### src/rtl/reg_bank_pkg.sv
// Shared definitions for the sparse integer register write bank (x0, x9, x18..x27).
package reg_bank_pkg;

    localparam int NUM_REGS   = 12;
    localparam int DATA_W_DEF = 32;
    localparam int ADDR_W_DEF = 5;

    // Architectural index of each physical slot; slot 0 is the hardwired-zero x0.
    localparam logic [7:0] MAPPED_IDX [NUM_REGS] = '{
        8'd0,  8'd9,  8'd18, 8'd19, 8'd20, 8'd21,
        8'd22, 8'd23, 8'd24, 8'd25, 8'd26, 8'd27
    };

    function automatic logic is_mapped(input logic [31:0] addr);
        logic hit;
        hit = 1'b0;
        for (int i = 0; i < NUM_REGS; i++) begin
            if (addr == {24'd0, MAPPED_IDX[i]}) begin
                hit = 1'b1;
            end else begin
                hit = hit;
            end
        end
        return hit;
    endfunction

endpackage

### src/rtl/reg_wr_decode.sv
// Combinational decode of a register index into a one-hot slot select and a mapped flag.
module reg_wr_decode
    import reg_bank_pkg::*;
#(
    parameter int ADDR_W = ADDR_W_DEF
) (
    input  logic [ADDR_W-1:0]   addr,
    output logic [NUM_REGS-1:0] sel,
    output logic                hit
);

    // One-hot slot select and mapped flag for the incoming index
    always_comb begin
        sel = {NUM_REGS{1'b0}};
        for (int i = 0; i < NUM_REGS; i++) begin
            if (32'(addr) == {24'd0, MAPPED_IDX[i]}) begin
                sel[i] = 1'b1;
            end else begin
                sel[i] = 1'b0;
            end
        end
        hit = is_mapped(32'(addr));
    end

endmodule

### src/rtl/reg_write_bank.sv
// Write side of the sparse register set: one-entry staging buffer feeding twelve registers.
// Optional build macro WB_BYPASS_EN forwards staged data onto the matching q output.
module reg_write_bank
    import reg_bank_pkg::*;
#(
    parameter int               DATA_W    = DATA_W_DEF,
    parameter int               ADDR_W    = ADDR_W_DEF,
    parameter logic [DATA_W-1:0] RESET_VAL = {DATA_W{1'b0}}
) (
    input  logic              clk,
    input  logic              rst,
    input  logic              wr_valid,
    output logic              wr_ready,
    input  logic [ADDR_W-1:0] wr_addr,
    input  logic [DATA_W-1:0] wr_data,
    input  logic              commit_stall,
    output logic              wr_err,
    output logic [DATA_W-1:0] q0,
    output logic [DATA_W-1:0] q9,
    output logic [DATA_W-1:0] q18,
    output logic [DATA_W-1:0] q19,
    output logic [DATA_W-1:0] q20,
    output logic [DATA_W-1:0] q21,
    output logic [DATA_W-1:0] q22,
    output logic [DATA_W-1:0] q23,
    output logic [DATA_W-1:0] q24,
    output logic [DATA_W-1:0] q25,
    output logic [DATA_W-1:0] q26,
    output logic [DATA_W-1:0] q27
);

    logic                stage_valid_r;
    logic [ADDR_W-1:0]   stage_addr_r;
    logic [DATA_W-1:0]   stage_data_r;
    logic                wr_err_r;
    logic [DATA_W-1:0]   regs_r [NUM_REGS];
    logic [DATA_W-1:0]   view_s [NUM_REGS];
    logic [NUM_REGS-1:0] stage_sel_s;
    logic                stage_hit_s;
    logic                accept_s;
    logic                commit_s;

    reg_wr_decode #(.ADDR_W(ADDR_W)) u_decode (
        .addr (stage_addr_r),
        .sel  (stage_sel_s),
        .hit  (stage_hit_s)
    );

    // A full stage can still take a new request when it retires on the same edge
    assign wr_ready = !stage_valid_r || !commit_stall;
    assign accept_s = wr_valid && wr_ready;
    assign commit_s = stage_valid_r && !commit_stall;

    // Staging buffer and error pulse
    always_ff @(posedge clk) begin
        if (rst) begin
            stage_valid_r <= 1'b0;
            stage_addr_r  <= {ADDR_W{1'b0}};
            stage_data_r  <= {DATA_W{1'b0}};
            wr_err_r      <= 1'b0;
        end else begin
            wr_err_r <= commit_s && !stage_hit_s;
            if (accept_s) begin
                stage_valid_r <= 1'b1;
                stage_addr_r  <= wr_addr;
                stage_data_r  <= wr_data;
            end else if (commit_s) begin
                stage_valid_r <= 1'b0;
            end
        end
    end

    // Register array; slot 0 (x0) only ever holds zero
    always_ff @(posedge clk) begin
        if (rst) begin
            regs_r[0] <= {DATA_W{1'b0}};
            for (int k = 1; k < NUM_REGS; k++) begin
                regs_r[k] <= RESET_VAL;
            end
        end else if (commit_s) begin
            for (int k = 0; k < NUM_REGS; k++) begin
                if (stage_sel_s[k]) begin
                    regs_r[k] <= (k == 0) ? {DATA_W{1'b0}} : stage_data_r;
                end
            end
        end
    end

    // Output view: committed contents, optionally overlaid with the pending write
    always_comb begin
        for (int k = 0; k < NUM_REGS; k++) begin
`ifdef WB_BYPASS_EN
            if (stage_valid_r && stage_hit_s && stage_sel_s[k] && (k != 0)) begin
                view_s[k] = stage_data_r;
            end else begin
                view_s[k] = regs_r[k];
            end
`else
            view_s[k] = regs_r[k];
`endif
        end
    end

    assign wr_err = wr_err_r;
    assign q0  = view_s[0];
    assign q9  = view_s[1];
    assign q18 = view_s[2];
    assign q19 = view_s[3];
    assign q20 = view_s[4];
    assign q21 = view_s[5];
    assign q22 = view_s[6];
    assign q23 = view_s[7];
    assign q24 = view_s[8];
    assign q25 = view_s[9];
    assign q26 = view_s[10];
    assign q27 = view_s[11];

endmodule

### config.mk
export PLATFORM = sky130hd
export DESIGN_NAME = reg_write_bank
export DESIGN_NICKNAME = d
export VERILOG_FILES = /design/src/rtl/reg_bank_pkg.sv /design/src/rtl/reg_wr_decode.sv /design/src/rtl/reg_write_bank.sv
export SDC_FILE = /design/constraint.sdc
export NUM_CORES = 1
export LEC_CHECK = 0
export ABC_AREA = 1
export BUFFER_PORTS_ARGS = -buffer_cell sky130_fd_sc_hd__buf_4
export CAP_MARGIN = 10
export CELL_PAD_IN_SITES_DETAIL_PLACEMENT = 1
export CELL_PAD_IN_SITES_GLOBAL_PLACEMENT = 1
export CORE_UTILIZATION = 40
export DETAILED_ROUTE_END_ITERATION = 10
export PLACE_DENSITY = 0.87
export SLEW_MARGIN = 5
export SYNTH_ARGS = -nofsm -noshare
export SYNTH_HDL_FRONTEND = slang
export SYNTH_SLANG_ARGS = --single-unit
### constraint.sdc
create_clock -name clk -period 2.9 [get_ports clk]
set_input_delay 0 -clock clk [delete_from_list [all_inputs] [get_ports clk]]
set_output_delay 0 -clock clk [all_outputs]
set_load 0.02 [all_outputs]
==> reports/results.txt, run 1 <==
Total core area: 33780 sq um
Synth Register Bits: 391
Crit-path slowest cell: nand2_2
Count of final max-slew check failures: 0
Clock skew: 0.01453 ns
Routed Antenna Nets: 0
Max Fclk: 508.0 MHz
Hold Crit Class: in -> reg
Die Area: 35310 sq um
CTS Buf Count: 42
DRT Pass-1 Iters: 5
Post-Syn Area: 13820 sq um
Longest Clk Path Bufs: 3
H-tree depth: 2
Lkg Pwr: 0.007843 uW
# placed instances: 1806
RSZ-0062 raised after global routing: false
Resized Gates After CTS: 0
GRT Total Usage: 0.2631
Initial antenna violation count: 2
Fin cells: 1923
DRC errors left: 0
Chip Width: 187.9 um
WL final: 46.71 mm
Post-synthesis cell type count: 20
Mapped Cells: 980
Clk slew on worst S/H paths: 0.06 ns
PD cells: 667.8 nW/um^2
Commonest non-fill, non-tap cell in the layout: buf_4
Rows: 67
First-pass GRT wire length: 66.64 mm
TNS Setup: 0 ns
WS Path Type: reg -> reg
CP max FO: 18
CP arrival: 2.21 ns
# setup viols final: 0
Synth Area per Inst: 14.11 sq um
Slew margin rel.: 0.3787
Post-CTS Hold Buffers: 40
Die Y-Extent: 187.9 um
Worst Path Required: 3.14 ns
Final instance area: 19000 sq um
Fill cells: 3390
Least-Margin Pin Slew: 0.9287 ns
Clock Latency Late Sink: 0.54 ns
Worst path top cell family by delay: simple AND/OR/NAND/NOR gates
Hold path start: wr_valid
Placed Area: 17310 sq um
CTS Root Cell: clkbuf_16
Starting Density: 0.4092
Status: complete, no violations
Startpoint types: register
Worst path buffer plus inverter count: 2
Vias per cell: 4.991
Layout Nets: 1483
Global route total overflow: 0
Fin crit share: 0.6788
Seq/Total Area, Yosys: 0.8211
Most frequent cells in the layout: buf_4, nor2_1, edfxtp_1
Yosys warning count: 0
Maximum VDD drop: 0.3797 mV
Vias in the first global route: 10050
Endpoint class of the critical path: register
Area Growth Syn to Fin: 37.41%
Ports: 427
Reg2reg start: stage_addr_r[0]
Minimum clock period: 1.968 ns
Final hold viol count: 0
Delay of the slowest critical-path stage: 0.50 ns
Share of cells above drive strength 1: 0.3406
Worst Setup SP: stage_addr_r[0]
1st-iter DRT viols: 524
RePlAce Congestion: 0.7633
DR WL/cell: 24.29 um
CP cell instances: inv_1 -> nor2_1 -> nand4_1 -> nand2_2 -> buf_4
Post-CTS setup repair buffer count: 0
# clock sinks: 391
CTS tree: done
Largest net degree at the start of global routing: 44
Hpwl dp: 31.71 mm
DR vias: 9598
Port Buffers: 394
Max Cap Viol: 0
[per-stage QoR]
| stage | hold WS (ns) | util | setup slack, ns | total power (uW) |
|---|---|---|---|---|
| 2_1_floorplan | 0.06907 | - | 0.8362 | 7130 |
| 3_3_place_gp | 0.2052 | 0.5123 | 0.9885 | 7639 |
| 3_5_place_dp | 0.2091 | 0.5123 | 0.9194 | 7683 |
| 4_1_cts | 0.08276 | 0.5622 | 0.8841 | 12760 |
| 5_1_grt | 0.1111 | 0.5622 | 0.8099 | 12990 |
| 6_report | 0.1058 | 0.5623 | 0.9315 | 12680 |
[final cells by class]
| type | count | area (sq um) | area share |
|---|---|---|---|
| tap | 448 | 560.5 | 0.02951 |
| inverter | 44 | 165.2 | 0.008694 |
| clock buffer | 54 | 1127 | 0.05935 |
| sequential | 391 | 11350 | 0.5976 |
| multi-input combinational | 502 | 2021 | 0.1064 |
| timing repair buffer | 461 | 3611 | 0.1901 |
| clock inverter | 22 | 157.7 | 0.008299 |
| antenna | 1 | 2.502 | 0.0001317 |
[registers in the layout (all words and copies together), names as in the netlist]
register	flops
regs_r	352
stage_data_r	32
stage_addr_r	5
stage_valid_r	1
wr_err	1
[worst reg2reg max path: stages (launching register included)]
cell,delay (ns)
dfxtp_1,0.38
inv_1,0.09
nor2_1,0.21
nand4_1,0.18
nand2_2,0.50
buf_4,0.31
[per-layer routing]
metal,track usage,vias up,share of wire
li1,-,4183,-
met1,0.2970,4813,0.37
met2,0.4681,477,0.52
met3,0.06083,123,0.068
met4,0.1270,2,0.046
met5,0,-,0.00028
[where the power goes]
part,switching (uW),internal [uW],total [uW]
Clock,2150,2920,5070
Sequential,107,6380,6480
Combinational,757,376,1130
Total,3010,9670,12700
[synth_stat cells]
master	count	share of area
nand4_1	1	0.00045
o21ai_0	36	0.013
buf_1	1	0.00027
conb_1	1	0.00027
dfxtp_1	39	0.056
o21ai_1	1	0.00036
inv_1	41	0.011
nor3_1	2	0.00072
edfxtp_1	352	0.76
nand2_1	58	0.016
nand3_1	5	0.0018
nor3_2	2	0.0014
inv_2	3	0.00081
nor2_1	357	0.097
clkbuf_1	8	0.0022
nand2_2	1	0.00045
a21oi_1	6	0.0022
nand3_2	1	0.00072
buf_2	27	0.0098
buf_4	38	0.021
[worst paths after layout]
path / end / slack (ns) / cells past startpoint
worst max-delay path: regs_r[0][113] / 0.93 / 5
worst min-delay path: stage_addr_r[0] / 0.11 / 4
worst max register to register: regs_r[0][113] / 0.93 / 5
worst min register to register: stage_data_r[24] / 0.48 / 2
[kinds of logic after synthesis]
group,Yosys count,synth area share
AO/OA/AOI/OAI,43,0.01557
AND/OR/NAND/NOR,427,0.1183
buffers and inverters,118,0.04480
flip-flops,391,0.8211
other,1,0.0002713
Note: power is estimated with default switching activity, not from simulation.
==> run 2, diff against run 1 <==
--- a/config.mk
+++ b/config.mk
@@ -10,9 +10,9 @@
 export CAP_MARGIN = 10
 export CELL_PAD_IN_SITES_DETAIL_PLACEMENT = 1
 export CELL_PAD_IN_SITES_GLOBAL_PLACEMENT = 1
-export CORE_UTILIZATION = 40
+export CORE_UTILIZATION = 37
 export DETAILED_ROUTE_END_ITERATION = 10
-export PLACE_DENSITY = 0.87
+export PLACE_DENSITY = 0.85
 export SLEW_MARGIN = 5
 export SYNTH_ARGS = -nofsm -noshare
 export SYNTH_HDL_FRONTEND = slang
==> constraint.sdc (replaced) <==
create_clock -name clk -period 1.8 [get_ports clk]
set_input_delay 0 -clock clk [delete_from_list [all_inputs] [get_ports clk]]
set_output_delay 0 -clock clk [all_outputs]
set_load 0.02 [all_outputs]
==> reports/results.txt, run 2 (synthesis gave the netlist of run 1 again) <==
Chip Width: 195.3 um
H-tree depth: 2
Fin crit share: 0.9195
Rows: 70
Initial antenna violation count: 0
Largest net degree at the start of global routing: 43
Minimum clock period: 1.655 ns
DR vias: 9684
Global route total overflow: 0
# diodes: 0
Clk slew on worst S/H paths: 0.06 ns
Max reg flops: 352
Most frequent cells in the layout: buf_4, nor2_1, edfxtp_1
Startpoint types: register
Status: complete, no violations
Final hold viol count: 0
Hpwl dp: 32.36 mm
Port Buffers: 394
1st-iter DRT viols: 649
Lkg Pwr: 0.007924 uW
Fill cells: 3701
DRT Pass-1 Iters: 4
Crit-path slowest cell: dlygate4sd3_1
Die Area: 38140 sq um
Endpoint class of the critical path: register
CTS Buf Count: 41
Total core area: 36700 sq um
Share of cells above drive strength 1: 0.3441
Slew margin rel.: 0.5314
Multi-input logic area: 2023 sq um
Routed Antenna Nets: 0
First-pass GRT wire length: 69.59 mm
Ports: 427
Max Cap Viol: 0
Longest Clk Path Bufs: 3
DR WL/cell: 24.89 um
CP cell instances: nand2_1 -> nand2_2 -> buf_12 -> a21oi_1 -> dlygate4sd3_1
Count of final max-slew check failures: 0
Max Fclk: 604.2 MHz
Vias in the first global route: 10410
Commonest non-fill, non-tap cell in the layout: buf_4
Area Growth Syn to Fin: 39.16%
CP arrival: 2.08 ns
Clock Latency Late Sink: 0.54 ns
RSZ-0062 raised after global routing: false
WS Path Type: reg -> reg
Largest Register: regs_r
# setup viols final: 0
Layout Nets: 1499
Largest registers: regs_r x352, stage_data_r x32, stage_addr_r x5
CTS Root Cell: clkbuf_16
TNS Setup: 0 ns
# clock sinks: 391
CP max FO: 18
Finished Core Util: 0.5242
Hold Crit Class: in -> reg
Die Y-Extent: 195.3 um
Starting Density: 0.3767
Clock skew: 0.01196 ns
Delay of the slowest critical-path stage: 0.55 ns
DRC errors left: 0
GRT Total Usage: 0.2531
Resized Gates After CTS: 0
RePlAce Congestion: 0.7963
CTS tree: done
Sequential cell area: 11350 sq um
PD cells: 1059 nW/um^2
Maximum VDD drop: 0.5597 mV
Vias per cell: 4.951
Worst Path Required: 2.22 ns
Least-Margin Pin Slew: 0.7011 ns
WL final: 48.69 mm
run 2: cell types whose count changed in the layout (fill, tap and decap cells not counted), sizes merged:
cell | previous run | this run
clkinvlp | 1 | 3
clkbuf | 54 | 57
inv | 46 | 44
buf | 421 | 433
dlygate4sd3 | 40 | 45
diode | 1 | 0
clkinv | 17 | 12
bufinv | 2 | 1
run 2: layout make-up:
| class | instances | share of cell area |
|---|---|---|
| clock inverters | 16 | 0.005658 |
| inverters | 44 | 0.008585 |
| multi-input cells | 502 | 0.1052 |
| repair buffers | 478 | 0.2015 |
| well taps | 468 | 0.03044 |
| flip-flops and latches | 391 | 0.5900 |
| clock buffers | 57 | 0.05866 |
run 2: worst paths after layout:
| path | from | end | slack (ns) | depth (start not counted) |
|---|---|---|---|---|
| worst max register to register | stage_valid_r | stage_valid_r | 0.14 | 5 |
| worst min-delay path | wr_valid | stage_data_r[30] | 0.03 | 4 |
| worst max-delay path | stage_valid_r | stage_valid_r | 0.14 | 5 |
| worst min register to register | stage_data_r[23] | stage_data_r[23] | 0.48 | 2 |
run 2: what timing repair did:
| action | 4_1_cts | 5_1_grt |
|---|---|---|
| hold buffers | 45 | 0 |
| hold endpoints to repair | 39 | 0 |
| setup endpoints to repair | 0 | 0 |
| setup buffers | 0 | 0 |
run 2: power breakdown:
group | total (uW) | switching (uW) | internal, uW
sequential | 10400 | 168 | 10300
combinational | 1920 | 1260 | 663
clock | 8010 | 3490 | 4530
total | 20400 | 4920 | 15500
run 2: routing by layer:
layer	GRT usage	vias to the layer above	routed length (um)
li1	-	4202	-
met1	0.2978	4933	18710
met2	0.4601	452	25580
met3	0.04940	95	3008
met4	0.08603	2	1388
met5	0	-	6
run 2: stage by stage:
stage	cell area [sq um]	hold slack [ns]	setup slack, ns	total power [uW]	std cells
finish	19240	0.02574	0.1448	20370	1956
global route	19240	0.03578	0.06606	20810	1956
global placement	17550	0.2085	0.2889	12370	1838
floorplan	13970	0.06907	0.03902	11490	1011
CTS	19240	0.001610	0.1207	20440	1956
detailed placement	17550	0.2128	0.2037	12460	1838
run 2: worst max-delay path, delay by kind of cell (launching register included):
family,cells,cell delay [ns]
compound gates,1,0.07
buf+inv,2,0.75
flops,1,0.34
simple gates,2,0.39
==> run 3, diff against run 2 <==
--- a/config.mk
+++ b/config.mk
@@ -7,12 +7,11 @@
 export LEC_CHECK = 0
 export ABC_AREA = 1
 export BUFFER_PORTS_ARGS = -buffer_cell sky130_fd_sc_hd__buf_4
-export CAP_MARGIN = 10
 export CELL_PAD_IN_SITES_DETAIL_PLACEMENT = 1
 export CELL_PAD_IN_SITES_GLOBAL_PLACEMENT = 1
-export CORE_UTILIZATION = 37
+export CORE_UTILIZATION = 25
 export DETAILED_ROUTE_END_ITERATION = 10
-export PLACE_DENSITY = 0.85
+export PLACE_DENSITY = 0.64
 export SLEW_MARGIN = 5
 export SYNTH_ARGS = -nofsm -noshare
 export SYNTH_HDL_FRONTEND = slang
==> reports/results.txt, run 3 (synthesis gave the netlist of run 1 again) <==
PD cells: 1059 nW/um^2
First-pass GRT wire length: 68.04 mm
RSZ-0062 raised after global routing: false
DP Worst Slack: 0.1773 ns
Hpwl dp: 33.81 mm
Global route total overflow: 0
Max Cap Viol: 0
Status: complete, no violations
Die Area: 56240 sq um
Vias per cell: 4.217
Final hold viol count: 0
Count of final max-slew check failures: 0
Final worst slack: 0.08372 ns
Slew margin rel.: 0.5238
RePlAce Congestion: 0.7722
CP arrival: 2.15 ns
DRT Pass-1 Iters: 4
Final instance area: 19720 sq um
Clk slew on worst S/H paths: 0.06 ns
Endpoint class of the critical path: register
Worst Path Required: 2.23 ns
Hold Crit Class: in -> reg
CTS Root Cell: clkbuf_16
Placed Area: 17930 sq um
Clock skew: 0.02560 ns
Hold EP: stage_data_r[21]
WL final: 48.46 mm
Ports: 427
DRC errors left: 0
H-tree depth: 2
Largest net degree at the start of global routing: 35
Share of cells above drive strength 1: 0.3500
Commonest non-fill, non-tap cell in the layout: buf_4
DR vias: 9278
Largest Register: regs_r
Total core area: 54240 sq um
1st-iter DRT viols: 471
GRT Total Usage: 0.1697
Most frequent cells in the layout: buf_4, nor2_1, edfxtp_1
Reg2reg setup slack: 0.08 ns
Lkg Pwr: 0.008036 uW
Die Y-Extent: 237.2 um
Clock Latency Late Sink: 0.56 ns
# clock sinks: 391
Routed Antenna Nets: 0
R2R cell count: 5
Least-Margin Pin Slew: 0.7125 ns
Maximum VDD drop: 0.5360 mV
CTS Buf Count: 42
Starting Density: 0.2549
Max Fclk: 582.7 MHz
WHS Path Cells: 4
TNS Setup: 0 ns
DR WL/cell: 22.03 um
Rows: 85
Hold path start: wr_data[21]
Max reg flops: 352
Vias in the first global route: 9665
Port Buffers: 394
Area Growth Syn to Fin: 42.64%
Met2 usage: 0.2970
Busiest grt layer: met2
GRT met3 Usage: 0.03461
# setup viols final: 0
Initial antenna violation count: 1
Largest registers: regs_r x352, stage_data_r x32, stage_addr_r x5
Fin crit share: 0.9535
CP max FO: 14
WS Path Type: reg -> reg
CTS tree: done
Chip Width: 237.2 um
Minimum clock period: 1.716 ns
Met1 Resource Use GR: 0.2107
Post-CTS setup repair buffer count: 0
Layout Nets: 1514
RR Endpoint: stage_addr_r[0]
Startpoint types: register
Reg2reg start: stage_valid_r
Longest Clk Path Bufs: 3
## run 3: cell types whose count changed in the layout (fill, tap and decap cells not counted), sizes merged
cell	previous run	this run
clkinv	12	13
diode	0	1
dlygate4sd3	45	47
buf	433	445
inv	44	46
clkbuf	57	53
bufinv	1	4
clkinvlp	3	2
## run 3: worst max path at each step
stage / slack (ns) / endpoint / depth (start not counted) / startpoint
global route: 0.03 / stage_addr_r[0] / 5 / stage_valid_r
finish: 0.08 / stage_addr_r[0] / 5 / stage_valid_r
CTS: 0.12 / stage_addr_r[0] / 5 / stage_valid_r
floorplan: 0.04 / regs_r[1][64] / 5 / stage_addr_r[4]
detailed placement: 0.18 / regs_r[2][31] / 5 / stage_valid_r
global placement: 0.26 / regs_r[0][41] / 5 / stage_addr_r[3]
## run 3: area by class of cell
type | count | area, sq um
Multi-Input combinational cell | 502 | 2023
Inverter | 44 | 165.2
Sequential cell | 391 | 11350
Clock buffer | 53 | 1114
Antenna cell | 1 | 2.502
Fill cell | 5799 | 34520
Clock inverter | 21 | 206.4
Tap cell | 696 | 870.8
Timing Repair Buffer | 492 | 3986
## run 3: stage by stage
step	hold slack [ns]	utilization	power (uW)	cells
2_1_floorplan	0.06907	-	11490	1011
3_3_place_gp	0.1949	0.3305	12450	2078
3_5_place_dp	0.2015	0.3305	12500	2078
4_1_cts	0.2180	0.3635	21140	2199
5_1_grt	0.2563	0.3635	21560	2199
6_report	0.2525	0.3636	20880	2200
## run 3: power by group
group          internal, uW  leakage (uW)  total, uW  switching (uW)
Combinational           682       0.00344       1930            1250
Sequential            10300       0.00396      10400             163
Clock                  4950      0.000637       8530            3580
Total                 15900       0.00804      20900            4990
## run 3: layer usage
layer,vias up,share of wire
li1,4239,-
met1,4630,0.42
met2,338,0.50
met3,71,0.055
met4,0,0.025
met5,-,0
## run 3: repair_timing
| item | in CTS | in global routing |
|---|---|---|
| gates resized for setup | 0 | 0 |
| endpoints found under the hold margin | 39 | 0 |
| hold buffers | 47 | 0 |
## run 3: worst max-delay path, cell delays in order, from the launching register on
cell           delay [ns]
dfxtp_1              0.32
nand2_1              0.14
nand2_2              0.20
o21ai_0              0.28
a21oi_1              0.07
dlygate4sd3_1        0.58
